===== config.mk =====
export PLATFORM = sky130hd
export DESIGN_NAME = i2c_cmd_arbiter
export DESIGN_NICKNAME = d
export VERILOG_FILES = /design/src/rtl/i2c_arb_pkg.sv /design/src/rtl/i2c_arb_rr_pick.sv /design/src/rtl/i2c_cmd_arbiter.sv
export SDC_FILE = /design/constraint.sdc
export NUM_CORES = 1
export LEC_CHECK = 0
export ABC_AREA = 1
export CORE_ASPECT_RATIO = 2
export CORE_UTILIZATION = 30
export CTS_BUF_LIST = sky130_fd_sc_hd__clkbuf_4 sky130_fd_sc_hd__clkbuf_8
export CTS_CLUSTER_DIAMETER = 60
export DETAILED_ROUTE_END_ITERATION = 8
export DONT_BUFFER_PORTS = 1
export PLACE_DENSITY_LB_ADDON = 0.3
export SYNTH_ARGS = -nofsm -noshare
export SYNTH_HDL_FRONTEND = slang
export SYNTH_SLANG_ARGS = --single-unit

===== constraint.sdc =====
create_clock -name clk -period 3.5 [get_ports clk]
set_input_delay 0.35 -clock clk [delete_from_list [all_inputs] [get_ports clk]]
set_output_delay 0.35 -clock clk [all_outputs]
set_load 0.02 [all_outputs]

===== src/rtl/i2c_arb_pkg.sv =====
// Shared types and constants for the I2C command arbiter: FSM encodings,
// operation codes and the default completion timeout.
package i2c_arb_pkg;

    typedef enum logic [1:0] {
        ST_IDLE  = 2'd0,
        ST_ISSUE = 2'd1,
        ST_WAIT  = 2'd2,
        ST_DONE  = 2'd3
    } state_t;

    localparam logic READ_OP  = 1'b1;
    localparam logic WRITE_OP = 1'b0;

    localparam logic [15:0] TIMEOUT_DEFAULT = 16'hFFFF;

    // Width of a requester index; a lone requester still needs one bit.
    function automatic int grant_w(input int n);
        return (n > 1) ? $clog2(n) : 1;
    endfunction

endpackage


===== src/rtl/i2c_arb_rr_pick.sv =====
// Round-robin picker: first pending requester at or after last_grant+1,
// wrapping modulo NUM_REQ.
module i2c_arb_rr_pick
    import i2c_arb_pkg::*;
#(
    parameter int NUM_REQ = 3,
    parameter int GW      = grant_w(NUM_REQ)
) (
    input  logic [NUM_REQ-1:0] pending,
    input  logic [GW-1:0]      last_grant,
    output logic [GW-1:0]      grant,
    output logic               grant_valid
);

    logic [GW-1:0] idx;

    always_comb begin
        grant       = '0;
        grant_valid = 1'b0;
        idx         = '0;
        for (int k = 1; k <= NUM_REQ; k++) begin
            idx = GW'((int'(last_grant) + k) % NUM_REQ);
            if (!grant_valid && pending[idx]) begin
                grant       = idx;
                grant_valid = 1'b1;
            end
        end
    end

endmodule


===== src/rtl/i2c_cmd_arbiter.sv =====
// Shares one I2C command engine between NUM_REQ requesters: latches each
// request, grants round-robin, and returns completion/timeout per requester.
//
//   state    | meaning
//   ST_IDLE  | no command in flight; grant the next pending requester
//   ST_ISSUE | start strobe to the engine for the granted command
//   ST_WAIT  | waiting for engine completion or timer expiry
//   ST_DONE  | completion/timeout strobe back to the granted requester
module i2c_cmd_arbiter
    import i2c_arb_pkg::*;
#(
    parameter int          NUM_REQ = 3,
    parameter logic [15:0] TIMEOUT = TIMEOUT_DEFAULT
) (
    input  logic                   clk,
    input  logic                   rst,
    input  logic [NUM_REQ-1:0]     req_pulse,
    input  logic [NUM_REQ-1:0]     req_rw,
    input  logic [8*NUM_REQ-1:0]   req_id,
    input  logic [8*NUM_REQ-1:0]   req_addr,
    input  logic [8*NUM_REQ-1:0]   req_wdata,
    output logic [NUM_REQ-1:0]     req_busy,
    output logic [NUM_REQ-1:0]     rsp_cmplt,
    output logic [NUM_REQ-1:0]     rsp_timeout,
    output logic [7:0]             rsp_rdata,
    output logic                   IO_CONTROL_PULSE,
    output logic                   IO_CONTROL_RW,
    output logic [7:0]             IO_CONTROL_ID,
    output logic [7:0]             IO_ADDR_ADDR,
    output logic [7:0]             IO_WDATA_WDATA,
    input  logic [7:0]             IO_RDATA_RDATA,
    input  logic                   IO_CONTROL_CMPLT,
    output logic [7:0]             dbg_cstate
);

    localparam int            GW       = grant_w(NUM_REQ);
    localparam logic [GW-1:0] LAST_RST = GW'(NUM_REQ - 1);

    state_t                  state_q, state_d;
    logic [NUM_REQ-1:0]      pending_q, pending_d;
    logic [NUM_REQ-1:0]      rw_q, rw_d;
    logic [NUM_REQ-1:0][7:0] id_q, id_d;
    logic [NUM_REQ-1:0][7:0] addr_q, addr_d;
    logic [NUM_REQ-1:0][7:0] wdata_q, wdata_d;
    logic [GW-1:0]           last_grant_q, last_grant_d;
    logic [GW-1:0]           grant_q, grant_d;
    logic [15:0]             timer_q, timer_d;
    logic                    timed_out_q, timed_out_d;
    logic [7:0]              rdata_q, rdata_d;
    logic                    io_rw_q, io_rw_d;
    logic [7:0]              io_id_q, io_id_d;
    logic [7:0]              io_addr_q, io_addr_d;
    logic [7:0]              io_wdata_q, io_wdata_d;

    logic [GW-1:0]           pick;
    logic                    pick_valid;

    i2c_arb_rr_pick #(
        .NUM_REQ (NUM_REQ),
        .GW      (GW)
    ) u_rr_pick (
        .pending     (pending_q),
        .last_grant  (last_grant_q),
        .grant       (pick),
        .grant_valid (pick_valid)
    );

    always_ff @(posedge clk) begin
        if (rst) begin
            state_q      <= ST_IDLE;
            pending_q    <= '0;
            rw_q         <= '0;
            id_q         <= '0;
            addr_q       <= '0;
            wdata_q      <= '0;
            last_grant_q <= LAST_RST;
            grant_q      <= '0;
            timer_q      <= '0;
            timed_out_q  <= 1'b0;
            rdata_q      <= '0;
            io_rw_q      <= 1'b0;
            io_id_q      <= '0;
            io_addr_q    <= '0;
            io_wdata_q   <= '0;
        end else begin
            state_q      <= state_d;
            pending_q    <= pending_d;
            rw_q         <= rw_d;
            id_q         <= id_d;
            addr_q       <= addr_d;
            wdata_q      <= wdata_d;
            last_grant_q <= last_grant_d;
            grant_q      <= grant_d;
            timer_q      <= timer_d;
            timed_out_q  <= timed_out_d;
            rdata_q      <= rdata_d;
            io_rw_q      <= io_rw_d;
            io_id_q      <= io_id_d;
            io_addr_q    <= io_addr_d;
            io_wdata_q   <= io_wdata_d;
        end
    end

    always_comb begin
        state_d = state_q;
        case (state_q)
            ST_IDLE:  if (pick_valid) state_d = ST_ISSUE;
            ST_ISSUE: state_d = ST_WAIT;
            ST_WAIT:  if (IO_CONTROL_CMPLT || timer_q == 16'd0) state_d = ST_DONE;
            ST_DONE:  state_d = ST_IDLE;
            default:  state_d = ST_IDLE;
        endcase
    end

    always_comb begin
        pending_d = pending_q;
        rw_d      = rw_q;
        id_d      = id_q;
        addr_d    = addr_q;
        wdata_d   = wdata_q;
        // A requester being completed this cycle may re-request; set wins.
        for (int i = 0; i < NUM_REQ; i++) begin
            if (req_pulse[i] && (!pending_q[i] || rsp_cmplt[i])) begin
                pending_d[i] = 1'b1;
                rw_d[i]      = req_rw[i];
                id_d[i]      = req_id[8*i +: 8];
                addr_d[i]    = req_addr[8*i +: 8];
                wdata_d[i]   = req_wdata[8*i +: 8];
            end else if (rsp_cmplt[i]) begin
                pending_d[i] = 1'b0;
            end
        end

        grant_d      = grant_q;
        last_grant_d = last_grant_q;
        timer_d      = timer_q;
        timed_out_d  = timed_out_q;
        rdata_d      = rdata_q;
        io_rw_d      = io_rw_q;
        io_id_d      = io_id_q;
        io_addr_d    = io_addr_q;
        io_wdata_d   = io_wdata_q;
        case (state_q)
            ST_IDLE: begin
                if (pick_valid) begin
                    grant_d      = pick;
                    last_grant_d = pick;
                    io_rw_d      = rw_q[pick];
                    io_id_d      = id_q[pick];
                    io_addr_d    = addr_q[pick];
                    io_wdata_d   = wdata_q[pick];
                    timed_out_d  = 1'b0;
                    rdata_d      = 8'h00;
                end
            end
            ST_ISSUE: timer_d = TIMEOUT;
            ST_WAIT: begin
                // Completion wins over an expiring timer in the same cycle.
                if (IO_CONTROL_CMPLT) begin
                    timed_out_d = 1'b0;
                    rdata_d     = (io_rw_q == READ_OP) ? IO_RDATA_RDATA : 8'h00;
                end else if (timer_q == 16'd0) begin
                    timed_out_d = 1'b1;
                    rdata_d     = 8'h00;
                end else begin
                    timer_d = timer_q - 16'd1;
                end
            end
            default: ;
        endcase
    end

    always_comb begin
        rsp_cmplt   = '0;
        rsp_timeout = '0;
        for (int i = 0; i < NUM_REQ; i++) begin
            if (state_q == ST_DONE && grant_q == GW'(i)) begin
                rsp_cmplt[i]   = 1'b1;
                rsp_timeout[i] = timed_out_q;
            end
        end
        rsp_rdata        = (state_q == ST_DONE) ? rdata_q : 8'h00;
        req_busy         = pending_q;
        IO_CONTROL_PULSE = (state_q == ST_ISSUE);
        IO_CONTROL_RW    = io_rw_q;
        IO_CONTROL_ID    = io_id_q;
        IO_ADDR_ADDR     = io_addr_q;
        IO_WDATA_WDATA   = io_wdata_q;
        dbg_cstate       = {6'b000000, state_q};
    end

endmodule


==> impl_metrics.py, run 1 <==
metrics = {
    "timing": {
        "fmax_mhz": 363,
        "period_minus_slack_ns": 2.75,
        "finalCritPeriodShare_pct": 78.6,
        "hold_viol": 0,
        "finClkSkew_ns": 0.0151,
        "finalSetupViolations": 0,
        "final-max-slew-violation-count": 0,
        "tightest_slew_ns": 1.21,
        "rsz0062_at_grt": "no",
        "slew_headroom_pct": 19.2,
        "tns_ns": 0,
    },
    "synth": {
        "synth_seq_cells": 133,
        "syn_inst": 898,
        "ys_warn_count": 0,
        "synth-edff-count": 0,
        "synth_cell_types": 31,
        "syn_avg_cell_area_um2": 6.91,
        "yosys-top-cells-area": "dfxtp_1 43%, nor2_1 12%, o21ai_0 9.6%",
        "ys_seq_area_share_pct": 42.9,
        "synthArstFlopShare_pct": 0,
        "yosys.area.top_type": "dfxtp_1",
        "synth.most_common_cell": "nor2_1",
        "netlist_area_um2": 6200,
        "synth_top_area_share_pct": 42.9,
        "ys.flop_type": "dfxtp_1",
        "netlist_top_cells_count": "199 x nor2_1, 133 x dfxtp_1, 119 x o21ai_0, 103 x nand2_1, 92 x inv_1",
    },
    "outcome": {
        "status": "completed",
    },
    "floorplan": {
        "die_h_um": 205,
        "num_io_pins": 140,
        "rows": 74,
        "die-width_um": 104,
        "coreArea_um2": 20400,
        "dieArea_um2": 21300,
        "start_util_pct": 30.5,
    },
    "setup_path": {
        "start_kind": "flop",
        "cp.arrival_ns": 3.09,
        "cp.required_ns": 3.84,
        "cp_slowest_cell": "ha_1",
        "crit_path_max_fanout": 27,
        "crit_top_cell": "nand2_1",
        "end_kind": "flop",
        "critPathMaxStageDelay_ns": 0.45,
        "critPathKind": "flop to flop",
        "crit_chain": "inv_1 -> ha_1 -> inv_2 -> nand2_1 -> nand3_2 -> nand2_4 -> nand4_1 -> nand2_2 -> inv_4 -> nand2_1 -> nand2_1 -> nor2_1 -> nor2_1",
        "reg2reg_slack_ns": 0.75,
    },
    "clock_network": {
        "clock-root-buffer": "clkbuf_8",
        "clk_pin_slew_ns": 0.08,
        "clock-sinks": 133,
        "clk-insertion-delay-late_ns": 0.45,
        "cts_htree_levels": 4,
        "cts_resized": 0,
        "cts_buffer_depth": 2,
        "cts_tree": "yes",
        "cts_buffers": 17,
    },
    "placement": {
        "place_area_um2": 6410,
        "place_congestion": 0.877,
        "hpwl_um": 13500,
        "io_buffers": 0,
    },
    "power": {
        "peakVddDrop_v": 0.000360,
        "power_density_nw_per_um2": 901,
        "p_leak_uw": 0.00292,
        "total_power_uw": 6190,
    },
    "drt": {
        "avgViaCountPerCell": 4.68,
        "vias": 5455,
        "route.detailed.drc": 0,
        "first_pass_iters": 5,
        "wl_um": 17900,
        "drt_iter0_drc": 260,
        "ant_nets": 0,
        "routedWlPerCell_um": 15.3,
    },
    "flow_run": {
        "maxCapViolations": 0,
    },
    "final_layout": {
        "final_util_pct": 33.7,
        "drive_gt1_share_pct": 7.78,
        "fin_area_um2": 6870,
        "antenna_cells": 0,
        "final_nets": 985,
        "syn_to_final_growth_pct": 10.7,
    },
    "global_route": {
        "antenna_found_initial": 0,
        "grt-ovfl-total": 0,
        "grt_start_max_net_pins": 53,
        "grt_first_pass_wirelength_um": 28500,
        "gr-usage-all-layers_pct": 17.5,
        "grt_pass1_vias": 5360,
    },
    "min_path": {
        "hp-class": "input pin to flop",
    },
}
final timing paths:
| kind | start | depth (start not counted) | end |
|---|---|---|---|
| hold / removal | req_id[7] | 2 | id_q[7]$_SDFFE_PP0P_ |
| hold reg to reg | addr_q[5]$_SDFFE_PP0P_ | 2 | addr_q[5]$_SDFFE_PP0P_ |
| setup reg to reg | last_grant_q[1]$_SDFFE_PP1P_ | 13 | IO_WDATA_WDATA[5]$_SDFFE_PP0P_ |
| setup / recovery | last_grant_q[1]$_SDFFE_PP1P_ | 13 | IO_WDATA_WDATA[5]$_SDFFE_PP0P_ |
final cells by class:
cell class              instances  area, um2
inverters                      98        370
fillers                      2312      13500
well taps                     266        333
clock buffers                  19        262
repair buffers                 18        153
flip-flops and latches        133       2660
multi-input cells             619       2920
clock inverters                13        171
kinds of logic after synthesis:
logic type      after synthesis  synth area share (%)
fa+ha+maj                     9                  1.81
buf+inv                     151                  10.4
other cells                   1                0.0604
compound gates              222                  18.2
simple gates                369                  24.8
xor+xnor                     13                  1.84
flops                       133                  42.9
routing by layer:
| layer | part of all wire, % | global-route usage [%] | vias to the layer above |
|---|---|---|---|
| met4 | 2.8 | 7.55 | 0 |
| met1 | 39 | 18.3 | 2456 |
| met5 | 0 | 0 | - |
| li1 | - | - | 2845 |
| met2 | 53 | 32.8 | 123 |
| met3 | 4.6 | 4.31 | 31 |
stage by stage:
stage | setup WS (ns) | hold WS [ns] | std cells
after floorplan | 1.27 | 0.425 | 903
after global placement | 0.745 | 0.426 | 1132
after detailed placement | 0.743 | 0.429 | 1132
after CTS | 0.714 | 0.00136 | 1166
after global routing | 0.395 | 0.0257 | 1166
final | 0.747 | 0.0433 | 1166
state kept, by name, summed over array words and instances, names as in the netlist:
name and count:
wdata_q 24, rdata_q 8, IO_CONTROL_RW 1, id_q 24, rw_q 3, req_busy 3
last_grant_q 2, timer_q 16, addr_q 24, IO_ADDR_ADDR 8, IO_WDATA_WDATA 8, grant_q 1
state_q 2, IO_CONTROL_ID 8, timed_out_q 1
power breakdown:
part	leakage (uW)	total (uW)	internal (uW)	switching [uW]
clock	0.000213	1400	752	650
combinational	0.00160	2640	826	1820
sequential	0.00110	2140	1810	335
total	0.00292	6190	3390	2800
worst max-delay path: cells and delay by family, from the launching register on:
| family | cells | cell delay, ns |
|---|---|---|
| adder cells (fa/ha/maj) | 1 | 0.45 |
| buffers and inverters | 3 | 0.33 |
| AND/OR/NAND/NOR | 9 | 1.50 |
| flip-flops | 1 | 0.36 |
cells in the final DEF (no fill, tap or decap), drive strengths merged, types with 5 or more instances in the layout:
cell	n
ha	9
a31oi	9
clkinv	5
dfxtp	133
nor3	8
conb	6
nand2	113
a21oi	85
xor2	10
buf	16
inv	101
nor2	200
nand4	5
o21ai	126
clkbuf	19
nand3	38
repair_timing:
item / in CTS / in global routing
hold endpoints to repair: 28 / 0
setup buffers: 0 / 0
hold buffers: 2 / 0
No activity file was read; power rests on OpenSTA's default activity.
==> inputs of run 2 (changes only) <==
==> constraint.sdc (replaced) <==
create_clock -name clk -period 2.9 [get_ports clk]
set_input_delay 0.29 -clock clk [delete_from_list [all_inputs] [get_ports clk]]
set_output_delay 0.29 -clock clk [all_outputs]
set_load 0.02 [all_outputs]
==> impl_metrics.py, run 2 (synthesized netlist as in run 1, its figures left out) <==
metrics = {
    "global_route": {
        "grt_first_pass_wirelength_um": 28600,
        "gr-usage-all-layers_pct": 17.4,
        "grt-ovfl-total": 0,
        "grt_pass1_vias": 5437,
        "grt_start_max_net_pins": 64,
        "antenna_found_initial": 2,
    },
    "timing": {
        "finClkSkew_ns": 0.00748,
        "finalSetupViolations": 0,
        "hold_viol": 0,
        "tns_ns": 0,
        "period_minus_slack_ns": 2.66,
        "slew_headroom_pct": 35.8,
        "finalCritPeriodShare_pct": 91.9,
        "finalWorstSetupSlack_ns": 0.236,
        "tightest_slew_ns": 0.961,
        "final-max-slew-violation-count": 0,
        "rsz0062_at_grt": "no",
        "fmax_mhz": 375,
    },
    "setup_path": {
        "critPathKind": "flop to flop",
        "crit_chain": "inv_1 -> ha_1 -> inv_2 -> nand2_1 -> nand3_1 -> nand2_2 -> nand4_1 -> nand2_1 -> inv_1 -> nand2_4 -> nand2_1 -> a21oi_1 -> dlygate4sd3_1",
        "end_kind": "flop",
        "reg2reg_depth": 13,
        "reg2reg_slack_ns": 0.24,
        "cp.required_ns": 3.26,
        "crit_top_cell": "nand2_1",
        "cp_slowest_cell": "dlygate4sd3_1",
        "cp.arrival_ns": 3.02,
        "path_buf_inv": 4,
        "start_kind": "flop",
        "worstReg2RegStart": "last_grant_q[0]$_SDFFE_PP0P_",
        "critPathMaxStageDelay_ns": 0.55,
        "timing.rr.end": "rdata_q[6]$_SDFFE_PP0P_",
        "crit_path_max_fanout": 9,
        "crit_family": "buffers and inverters",
    },
    "min_path": {
        "hold_path_depth": 2,
        "worstHoldStart": "req_addr[11]",
        "hp-class": "input pin to flop",
        "min_to": "addr_q[11]$_SDFFE_PP0P_",
    },
    "clock_network": {
        "cts_buffer_depth": 2,
        "clock-sinks": 133,
        "cts_htree_levels": 4,
        "cts_buffers": 17,
        "cts_tree": "yes",
        "cts_setup_buffers": 0,
        "clk_pin_slew_ns": 0.08,
        "clock-root-buffer": "clkbuf_8",
        "clk-insertion-delay-late_ns": 0.46,
    },
    "drt": {
        "drt_iter0_drc": 263,
        "vias": 5698,
        "wl_um": 17900,
        "ant_nets": 0,
        "avgViaCountPerCell": 4.67,
        "route.detailed.drc": 0,
        "routedWlPerCell_um": 14.7,
        "first_pass_iters": 4,
    },
    "floorplan": {
        "dieArea_um2": 21300,
        "die_h_um": 205,
        "num_io_pins": 140,
        "coreArea_um2": 20400,
        "start_util_pct": 30.5,
        "die-width_um": 104,
        "rows": 74,
    },
    "outcome": {
        "status": "completed",
    },
    "final_layout": {
        "reg.largest.list": "addr_q: 24 flops, id_q: 24 flops, wdata_q: 24 flops",
        "syn_to_final_growth_pct": 20.6,
        "final_nets": 1039,
        "mostFrequentLayoutCell": "nor2_1",
        "layout_common_cells": "199 x nor2_1, 133 x dfxtp_1, 119 x o21ai_0, 103 x nand2_1, 91 x inv_1",
        "drive_gt1_share_pct": 7.76,
    },
    "power": {
        "p_leak_uw": 0.00318,
        "power.internal_uw": 4520,
        "p_seq_share_pct": 32.3,
        "p_sw_share_pct": 43.1,
        "clkPwrFrac_pct": 24.8,
        "peakVddDrop_v": 0.000360,
        "power_switching_uw": 3420,
        "pwr-share-comb_pct": 42.9,
        "power_density_nw_per_um2": 1060,
        "total_power_uw": 7950,
    },
    "placement": {
        "dpl_worst_slack_ns": 0.502,
        "io_buffers": 0,
        "hpwl_um": 13100,
        "place_congestion": 0.825,
    },
    "flow_run": {
        "maxCapViolations": 0,
    },
}
## run 2: cell type report
type	instances	area (um2)
fill	2270	12900
multi-input combinational	619	2920
sequential	133	2660
timing repair buffer	72	696
inverter	98	370
tap	266	333
clock inverter	13	255
clock buffer	18	241
antenna	2	5.00
## run 2: worst reg2reg max path: stages, from the launching register on
cell and delay, ns:
dfxtp_1 0.46, inv_1 0.13, ha_1 0.30, inv_2 0.11
nand2_1 0.05, nand3_1 0.09, nand2_2 0.12, nand4_1 0.16
nand2_1 0.13, inv_1 0.19, nand2_4 0.14, nand2_1 0.09
a21oi_1 0.05, dlygate4sd3_1 0.55
## run 2: worst max-delay path by stage
| stage | cells past startpoint | to | startpoint |
|---|---|---|---|
| after floorplan | 10 | addr_q[0]$_SDFFE_PP0P_ | state_q[0]$_SDFFE_PP0P_ |
| after global placement | 13 | IO_WDATA_WDATA[5]$_SDFFE_PP0P_ | last_grant_q[1]$_SDFFE_PP1P_ |
| after detailed placement | 13 | IO_WDATA_WDATA[5]$_SDFFE_PP0P_ | last_grant_q[0]$_SDFFE_PP0P_ |
| after CTS | 12 | rdata_q[6]$_SDFFE_PP0P_ | last_grant_q[0]$_SDFFE_PP0P_ |
| after global routing | 12 | rdata_q[6]$_SDFFE_PP0P_ | last_grant_q[0]$_SDFFE_PP0P_ |
| final | 13 | rdata_q[6]$_SDFFE_PP0P_ | last_grant_q[0]$_SDFFE_PP0P_ |
## run 2: stage by stage
stage                     cell area, um2  utilization [%]  hold WS [ns]  std cells
after floorplan                     6220                -         0.411        903
after global placement              6440             31.6         0.367       1135
after detailed placement            6440             31.6         0.367       1135
after CTS                           7470             36.7      0.000954       1219
after global routing                7490             36.8       0.00142       1221
final                               7490             36.8        0.0260       1221
## run 2: power groups by stage
stage               registers, uW  clock network (uW)  logic (uW)
finish                       2570                1970        3410
global route                 2610                2100        3880
CTS                          2570                2020        3430
detailed placement           2620                   0        3340
global placement             2610                   0        3320
floorplan                    2530                   0        2660
## run 2: repair_timing
action / in CTS / in global routing
endpoints found under the hold margin: 92 / 0
hold buffers: 53 / 0
endpoints found under the setup margin: 0 / 1
gates resized for setup: 0 / 2
## run 2: layer usage
layer  part of all wire (%)  vias to the layer above  global-route usage (%)
li1                       -                     2954                       -
met4                    2.8                        0                    8.37
met3                    4.6                       27                    4.88
met1                     40                     2590                    18.4
met5                      0                        -                       0
met2                     52                      127                    31.6
==> inputs of run 3 (changes only) <==
--- a/config.mk
+++ b/config.mk
@@ -7,12 +7,14 @@
 export LEC_CHECK = 0
 export ABC_AREA = 1
 export CORE_ASPECT_RATIO = 2
-export CORE_UTILIZATION = 30
+export CORE_UTILIZATION = 40
 export CTS_BUF_LIST = sky130_fd_sc_hd__clkbuf_4 sky130_fd_sc_hd__clkbuf_8
 export CTS_CLUSTER_DIAMETER = 60
 export DETAILED_ROUTE_END_ITERATION = 8
 export DONT_BUFFER_PORTS = 1
 export PLACE_DENSITY_LB_ADDON = 0.3
+export SKIP_LAST_GASP = 1
+export SLEW_MARGIN = 20
 export SYNTH_ARGS = -nofsm -noshare
 export SYNTH_HDL_FRONTEND = slang
 export SYNTH_SLANG_ARGS = --single-unit
==> impl_metrics.py, run 3 (synthesized netlist as in run 1, its figures left out) <==
metrics = {
    "timing": {
        "final-max-slew-violation-count": 0,
        "period_minus_slack_ns": 2.67,
        "hold_viol": 0,
        "fmax_mhz": 375,
        "finalCritPeriodShare_pct": 91.9,
        "finClkSkew_ns": 0.0106,
        "finalSetupViolations": 0,
        "tightest_slew_ns": 1.08,
        "tns_ns": 0,
        "rsz0062_at_grt": "no",
        "slew_headroom_pct": 28.2,
    },
    "placement": {
        "hpwl_um": 12200,
        "dp.cells": 1067,
        "io_buffers": 0,
        "place_congestion": 0.917,
    },
    "clock_network": {
        "clock-root-buffer": "clkbuf_8",
        "clk-insertion-delay-late_ns": 0.44,
        "cts_buffers": 17,
        "clk_pin_slew_ns": 0.08,
        "cts_buffer_depth": 2,
        "cts_tree": "yes",
        "clock-sinks": 133,
        "cts_htree_levels": 4,
        "cts_setup_buffers": 0,
    },
    "flow_run": {
        "maxCapViolations": 0,
    },
    "drt": {
        "ant_nets": 0,
        "m1WireLength_um": 6530,
        "drt_iter0_drc": 271,
        "wl_um": 16600,
        "route.detailed.drc": 0,
        "avgViaCountPerCell": 4.93,
        "wl_met3_um": 757,
        "vias": 5596,
        "routedWlPerCell_um": 14.6,
        "first_pass_iters": 4,
        "top_layer_used": "met4",
        "wl_met2_um": 8870,
    },
    "setup_path": {
        "path_buf_inv": 3,
        "critPathKind": "flop to flop",
        "cp_slowest_cell": "dlygate4sd3_1",
        "crit_top_cell": "nand2_1",
        "start_kind": "flop",
        "crit_family": "simple AND/OR/NAND/NOR gates",
        "end_kind": "flop",
        "cp.arrival_ns": 3.05,
        "critPathMaxStageDelay_ns": 0.56,
        "crit_path_max_fanout": 9,
        "crit_chain": "inv_1 -> ha_1 -> nand2_1 -> nand3_1 -> nand2_2 -> nand4_1 -> nand2_1 -> inv_1 -> nand2_2 -> nand2_1 -> a21oi_1 -> dlygate4sd3_1",
        "cp.required_ns": 3.28,
    },
    "final_layout": {
        "stdcell_count": 1134,
        "final_nets": 1019,
        "syn_to_final_growth_pct": 14.5,
        "mostFrequentLayoutCell": "nor2_1",
        "layout_common_cells": "199 x nor2_1, 133 x dfxtp_1, 119 x o21ai_0, 103 x nand2_1, 91 x inv_1",
        "drive_gt1_share_pct": 8.14,
        "reg.largest.list": "addr_q: 24 flops, id_q: 24 flops, wdata_q: 24 flops",
    },
    "outcome": {
        "status": "completed",
    },
    "global_route": {
        "gr-usage-all-layers_pct": 20.9,
        "antenna_found_initial": 1,
        "grt_pass1_vias": 5212,
        "grt-ovfl-total": 0,
        "grt_start_max_net_pins": 50,
        "grt_first_pass_wirelength_um": 26200,
    },
    "floorplan": {
        "num_io_pins": 140,
        "rows": 64,
        "dieArea_um2": 16000,
        "start_util_pct": 40.8,
        "die_h_um": 178,
        "die-width_um": 90.1,
        "coreArea_um2": 15200,
    },
    "min_path": {
        "hp-class": "input pin to flop",
    },
    "power": {
        "power_density_nw_per_um2": 1050,
        "p_leak_uw": 0.00307,
        "peakVddDrop_v": 0.000472,
    },
}
[run 3: power by group]
part	internal [uW]	total, uW	switching, uW
clock	929	1630	704
combinational	1080	3280	2210
sequential	2180	2570	388
total	4190	7490	3300
[run 3: stage by stage]
| stage | util (%) | cell area [um2] | power (uW) | hold slack, ns | worst slack, ns |
|---|---|---|---|---|---|
| 2_1_floorplan | - | 6220 | 5190 | 0.411 | 0.665 |
| 3_3_place_gp | 41.7 | 6340 | 5820 | 0.363 | 0.510 |
| 3_5_place_dp | 41.7 | 6340 | 5860 | 0.366 | 0.446 |
| 4_1_cts | 46.6 | 7100 | 7570 | 0.00136 | 0.142 |
| 5_1_grt | 46.7 | 7100 | 8150 | 0.0167 | 0.00105 |
| 6_report | 46.7 | 7110 | 7490 | 0.0298 | 0.234 |
[run 3: repair_timing]
action                     4_1_cts  5_1_grt
hold endpoints to repair        65        0
gates resized for setup          0        2
hold buffers                    33        0
setup endpoints to repair        0        1
[run 3: worst paths after layout]
check	startpoint	slack, ns	cells after the start	endpoint
setup / recovery	last_grant_q[0]$_SDFFE_PP0P_	0.23	12	rdata_q[6]$_SDFFE_PP0P_
hold / removal	req_wdata[14]	0.03	2	wdata_q[14]$_SDFFE_PP0P_
setup reg to reg	last_grant_q[0]$_SDFFE_PP0P_	0.23	12	rdata_q[6]$_SDFFE_PP0P_
hold reg to reg	addr_q[15]$_SDFFE_PP0P_	0.45	2	addr_q[15]$_SDFFE_PP0P_
[run 3: cell type report]
| cell class | count | area [um2] |
|---|---|---|
| clock buffers | 22 | 290 |
| multi-input cells | 619 | 2920 |
| fillers | 1623 | 8110 |
| flip-flops and latches | 133 | 2660 |
| repair buffers | 52 | 483 |
| inverters | 98 | 370 |
| clock inverters | 10 | 128 |
| well taps | 198 | 248 |
| diodes | 2 | 5.00 |
[run 3: metal layers]
metal	global-route usage, %	vias up
li1	-	2906
met1	21.4	2534
met2	39.3	132
met3	4.99	24
met4	10.1	0
met5	0	-
==> edit 1 (config.mk and constraints of run 2) <==
`NUM_REQ` is set to 3 in 2 places; all go to 2.
--- a/src/rtl/i2c_arb_rr_pick.sv
+++ b/src/rtl/i2c_arb_rr_pick.sv
@@ -5,3 +5,3 @@
 #(
-    parameter int NUM_REQ = 3,
+    parameter int NUM_REQ = 2,
     parameter int GW      = grant_w(NUM_REQ)
--- a/src/rtl/i2c_cmd_arbiter.sv
+++ b/src/rtl/i2c_cmd_arbiter.sv
@@ -11,3 +11,3 @@
 #(
-    parameter int          NUM_REQ = 3,
+    parameter int          NUM_REQ = 2,
     parameter logic [15:0] TIMEOUT = TIMEOUT_DEFAULT
Ports: changed (8 resized); port bits go from 140 to 111. The function was not compared with the original's and may differ.
==> edit 1 against run 2 <==
  * Wire length is 30% lower
  * First-iteration DRC count shrank 45%
  * Count of clock-buffer cells in the layout is 9 lower
  * Core utilization is 3.8 points lower
  * Global-route usage is 1.7 points lower
  * Worst setup slack improved by 420 ps
  * Sequential share of layout area grew 6.3 points
  * Sequential cell count down 27
  * Synthesized area decreased by 23%
  * Final area decreased by 32%
  * Critical path type is now reg2out
  * Largest cell class unchanged
Power is not compared: it rests on default switching activity, and its combinational part moved more than twofold at a synthesized area within 25%.
==> edit 1: results (changes against run 2) <==
| Metric | Value |
|---|---|
| Post-CTS setup buffers | 0 (unchanged) |
| Slowest cell on the critical path | nor3_1 |
| Worst-Skew Late Latency | 380 ps (-80 ps) |
| Worst EP arrival | 1950 ps (-1070 ps) |
| Synth area leaders | dfxtp_1 (45%), nand2_1 (11%), nor2_1 (11%) |
| H-tree depth | 3 (-1) |
| Wl on met1 | 4900 um (-32%) |
| Grt met1 use | 16.0% (-2.4 points) |
| Synth Area in Adders | 1.58% (-0.23 points) |
| Pin count of the biggest net entering global routing | 52 (-19%) |
| Top delay family on crit path | simple AND/OR/NAND/NOR gates |
| Layout cell share with drive strength beyond 1 | 9.01% (+1.2 points) |
| Routed wire length | 12600 um (-30%) |
| Cells after Synth | 667 (-26%) |
| Clk pin slew, worst setup/hold paths | 120 ps (+40 ps) |
| Count of different cell masters after synthesis | 29 (-6.5%) |
| Nets | 720 (-31%) |
| Synth warnings | 0 (unchanged) |
| WL met3 | 692 um (-15%) |
| Post-Synth XOR/XNOR Area | 0% (-1.8 points) |
| Synth Area in Compound Gates | 15.6% (-2.5 points) |
| Fillers | 1763 (-22%) |
| Outcome | finished, final reports clean |
| Vias in the first global route | 3925 (-28%) |
| Gr usage total | 15.7% (-1.7 points) |
| # placed instances | 837 (-26%) |
| First-pass GRT wire length | 20100 um (-30%) |
| Initial DRC count | 145 (-45%) |
| Grt met2 use | 29.6% (-2.0 points) |
| DR vias/cell | 4.77 (+2.2%) |
| Post-synth top cells | nand2_1 (142), nor2_1 (139), dfxtp_1 (106), o21ai_0 (73), inv_1 (39) |
| Post-DP HPWL | 8730 um (-33%) |
| GPL Wtd Cong | 0.757 (-8.3%) |
| ANT cells | 0 (-2) |
| Worst-margin pin slew | 677 ps (-285 ps) |
| Initial antenna violation count | 0 (-2) |
| Post-route insts no fill | 853 (-30%) |
| Seq/Total Area, Yosys | 44.7% (+1.8 points) |
## edit 1: cell types whose count changed after synthesis, sizes merged, moves of 10 or more
cell / delta
nor2: -52
a21oi: -58
nand2: +33
clkbuf: -12
xor2: -10
o21ai: -44
dfxtp: -27
a31oi: +16
inv: -54
nand3: -17
## edit 1: path summary, 6_finish.rpt
check | startpoint | endpoint | slack [ps]
worst min register to register | rdata_q[2] | rdata_q[2] | 470
worst max register to register | state_q[1] | rw_q[0] | 810
worst min-delay path | req_addr[12] | addr_q[12] | 30
worst max-delay path | state_q[1] | rsp_timeout[0] | 660
## edit 1: cell type report
class / count / area share (%)
clock buffers: 9 / 2.45
inverters: 45 / 3.34
clock inverters: 6 / 1.14
multi-input cells: 480 / 44.7
well taps: 198 / 4.89
flip-flops and latches: 106 / 41.9
repair buffers: 9 / 1.58
## edit 1: logic make-up (layout without fill, tap and decap cells)
kind of cell,Yosys count,in the layout
simple gates,334,334
compound gates,134,134
flops,106,106
buf+inv,86,69
fa+ha+maj,6,6
other cells,1,6
## edit 1: where the power goes
group / internal, mW / total [mW] / switching (mW)
Combinational: 0.530 / 1.63 / 1.10
Sequential: 1.75 / 2.15 / 0.402
Clock: 0.330 / 0.891 / 0.561
Total: 2.61 / 4.67 / 2.06
## edit 1: worst reg2reg max path: stages (launching register included)
cell and delay [ps]:
dfxtp_1 520, ha_1 450, inv_2 80, nor2_2 280, nor2_2 90, nor2_4 100
buf_4 280, o21ai_0 130, nor2_1 110
## edit 1: metrics by stage
step                hold WS [ps]  setup slack (ps)  area, um^2
finish                      33.2               656        5060
global route                10.2               502        5060
CTS                         21.3               578        5060
detailed placement           359               791        4860
global placement             357               813        4860
floorplan                    411              1100        4770
==> edit 2 (flow settings as in run 2) <==
Made on the original files. Add an input register stage for `IO_RDATA_RDATA`, cleared by the reset; this delays it by one clock. The other inputs are not delayed to match.
--- a/src/rtl/i2c_cmd_arbiter.sv
+++ b/src/rtl/i2c_cmd_arbiter.sv
@@ -38,2 +38,12 @@
 
+    logic [7:0] IO_RDATA_RDATA_q;
+
+    always_ff @(posedge clk) begin
+        if (rst) begin
+            IO_RDATA_RDATA_q <= '0;
+        end else begin
+            IO_RDATA_RDATA_q <= IO_RDATA_RDATA;
+        end
+    end
+
     state_t                  state_q, state_d;
@@ -160,3 +170,3 @@
                     timed_out_d = 1'b0;
-                    rdata_d     = (io_rw_q == READ_OP) ? IO_RDATA_RDATA : 8'h00;
+                    rdata_d     = (io_rw_q == READ_OP) ? IO_RDATA_RDATA_q : 8'h00;
                 end else if (timer_q == 16'd0) begin
Check against the original RTL: same outputs for any inputs over 4 cycles, from zero or initial values and one cycle with rst high; that may be too few to reach the edited logic, so the function may still have changed.
==> edit 2 against run 2 <==
  * Clock skew rose by 4.3 ps
  * Synthesized area rose by 3.7%
  * Worst setup slack improved by 190 ps
  * Final area rose by 3.1%
  * Total power fell by 0.65%
  * Highest routed layer unchanged
  * Critical path type is now reg2out
  * Sequential cell count rose by 8
  * Fmax rose by 7.7%
  * Wire length rose by 4.6%
==> edit 2: results (changes against run 2) <==
| Metric | Value |
|---|---|
| Fillers | 2293 (+1.0%) |
| Worst R2R Start | last_grant_q[0] |
| Reg2Reg Setup Slack | 470 ps (+230 ps) |
| Layout Skew | 11.8 ps (+4.31 ps) |
| Max VDD drop | 593 uV (+65%) |
| Crit path launch | state_q[1] |
| Mean Syn Cell Area | 7.29 um^2 (+5.6%) |
| Initial antenna violation count | 1 (-1) |
| Post-route insts no fill | 1215 (-0.49%) |
| Gr usage total | 17.6% (+0.16 points) |
| Routed met2 length | 9930 um (+5.8%) |
| Initial DRT Pass Iterations | 4 (unchanged) |
| Worst-margin pin slew | 720 ps (-241 ps) |
| Seq/Total Area, Yosys | 43.9% (+0.97 points) |
| GPL Wtd Cong | 0.872 (+5.7%) |
| DR vias/cell | 4.81 (+3.0%) |
| Register Area | 0.00282 mm^2 (+6.0%) |
| Layout cell share with drive strength beyond 1 | 10.3% (+2.5 points) |
| CP max FO | 5 (-4) |
| Post-cts resize count | 0 (unchanged) |
| Min-delay src | req_addr[8] |
| Setup crit end | rsp_timeout[1] |
| Post-synth top cells | dfxtp_1 (141), nor2_1 (121), a21oi_1 (119), nand2_1 (99), o21ai_0 (96) |
| Post-CTS Hold Buffers | 64 (+21%) |
| Post-CTS setup buffers | 0 (unchanged) |
| Vias in the first global route | 5640 (+3.7%) |
| WL met3 | 897 um (+9.7%) |
| Synth area leaders | dfxtp_1 (44%), a21oi_1 (9.3%), o21ai_0 (7.5%) |
| Outcome | finished, final reports clean |
| R2r endpoint | IO_WDATA_WDATA[5] |
| Pin count of the biggest net entering global routing | 48 (-25%) |
| Post-DP Area | 0.00664 mm^2 (+3.1%) |
| Hold EP | addr_q[8] |
| Worst EP arrival | 2180 ps (-840 ps) |
| Routed wire length | 18700 um (+4.6%) |
| Grt met2 use | 32.0% (+0.35 points) |
| Max clock buf depth | 2 (unchanged) |
| CTS root buf | clkbuf_8 |
| Met3 usage | 4.68% (-0.20 points) |
| Num CTS Buffers | 17 (unchanged) |
| # placed instances | 1118 (-1.5%) |
| Grt met1 use | 18.0% (-0.38 points) |
| First-pass GRT wire length | 29700 um (+3.8%) |
| Initial DRC count | 256 (-2.7%) |
| Worst-Skew Late Latency | 460 ps (about the same) |
| Count of different cell masters after synthesis | 36 (+16%) |
| Wl on met1 | 7220 um (about the same) |
| FF-to-FF path depth | 10 (-3) |
| H-tree depth | 4 (unchanged) |
| Port Buffer Count | 0 (unchanged) |
| Post-DP HPWL | 13500 um (+2.7%) |
| Top layer in use | met4 |
| Leakage | 3.31 nW (+4.2%) |
| Final Hold Fails | 0 (unchanged) |
| Nets | 1030 (-0.87%) |
[edit 2: cell count changes in the layout (fill, tap and decap cells not counted), moves of 5 or more]
cell                  run 2  this run
a21oi_1                  85       119
a31oi_1                   9         3
dfxtp_1                 133       141
dlygate4sd3_1            52        63
inv_2                     6        12
nand2_1                 103        98
nand3_1                  36        50
nand3_2                   2        15
nor2_1                  199       121
o21ai_0                 119        96
o21ai_1                   7        27
[edit 2: critical path, cell delays in order (launching register included)]
cell,delay (ps)
dfxtp_1,520
ha_1,280
inv_2,80
nor3_1,320
inv_1,120
nor2_1,400
[edit 2: where the power goes]
part / switching, mW / internal [mW]
logic: 2.31 / 1.10
registers: 0.430 / 2.31
clock network: 0.801 / 0.948
total: 3.54 / 4.36
[edit 2: cells by family (layout without fill, tap and decap cells)]
| logic type | count (synthesis) | count (layout) | share of synthesized area [%] |
|---|---|---|---|
| and+or+nand+nor | 311 | 311 | 22.0 |
| AOI/OAI and AO/OA | 253 | 253 | 20.3 |
| buffers and inverters | 156 | 214 | 10.5 |
| DFF | 141 | 141 | 43.9 |
| xor gates and xnor gates | 11 | 11 | 1.50 |
| adders and majority gates | 9 | 9 | 1.75 |
| other | 1 | 7 | 0.0583 |
[edit 2: layout make-up]
type,instances,area share [%]
Tap cell,269,4.36
Sequential cell,141,36.6
Antenna cell,1,0.0324
Clock inverter,14,2.48
Clock buffer,18,3.13
Timing Repair Buffer,81,10.2
Inverter,101,4.94
Multi-Input combinational cell,590,38.3
[edit 2: stage by stage]
step	hold slack [ps]	setup WS [ps]
2_1_floorplan	397	647
3_3_place_gp	363	524
3_5_place_dp	365	498
4_1_cts	0.118	403
5_1_grt	14.8	239
6_report	32.5	427
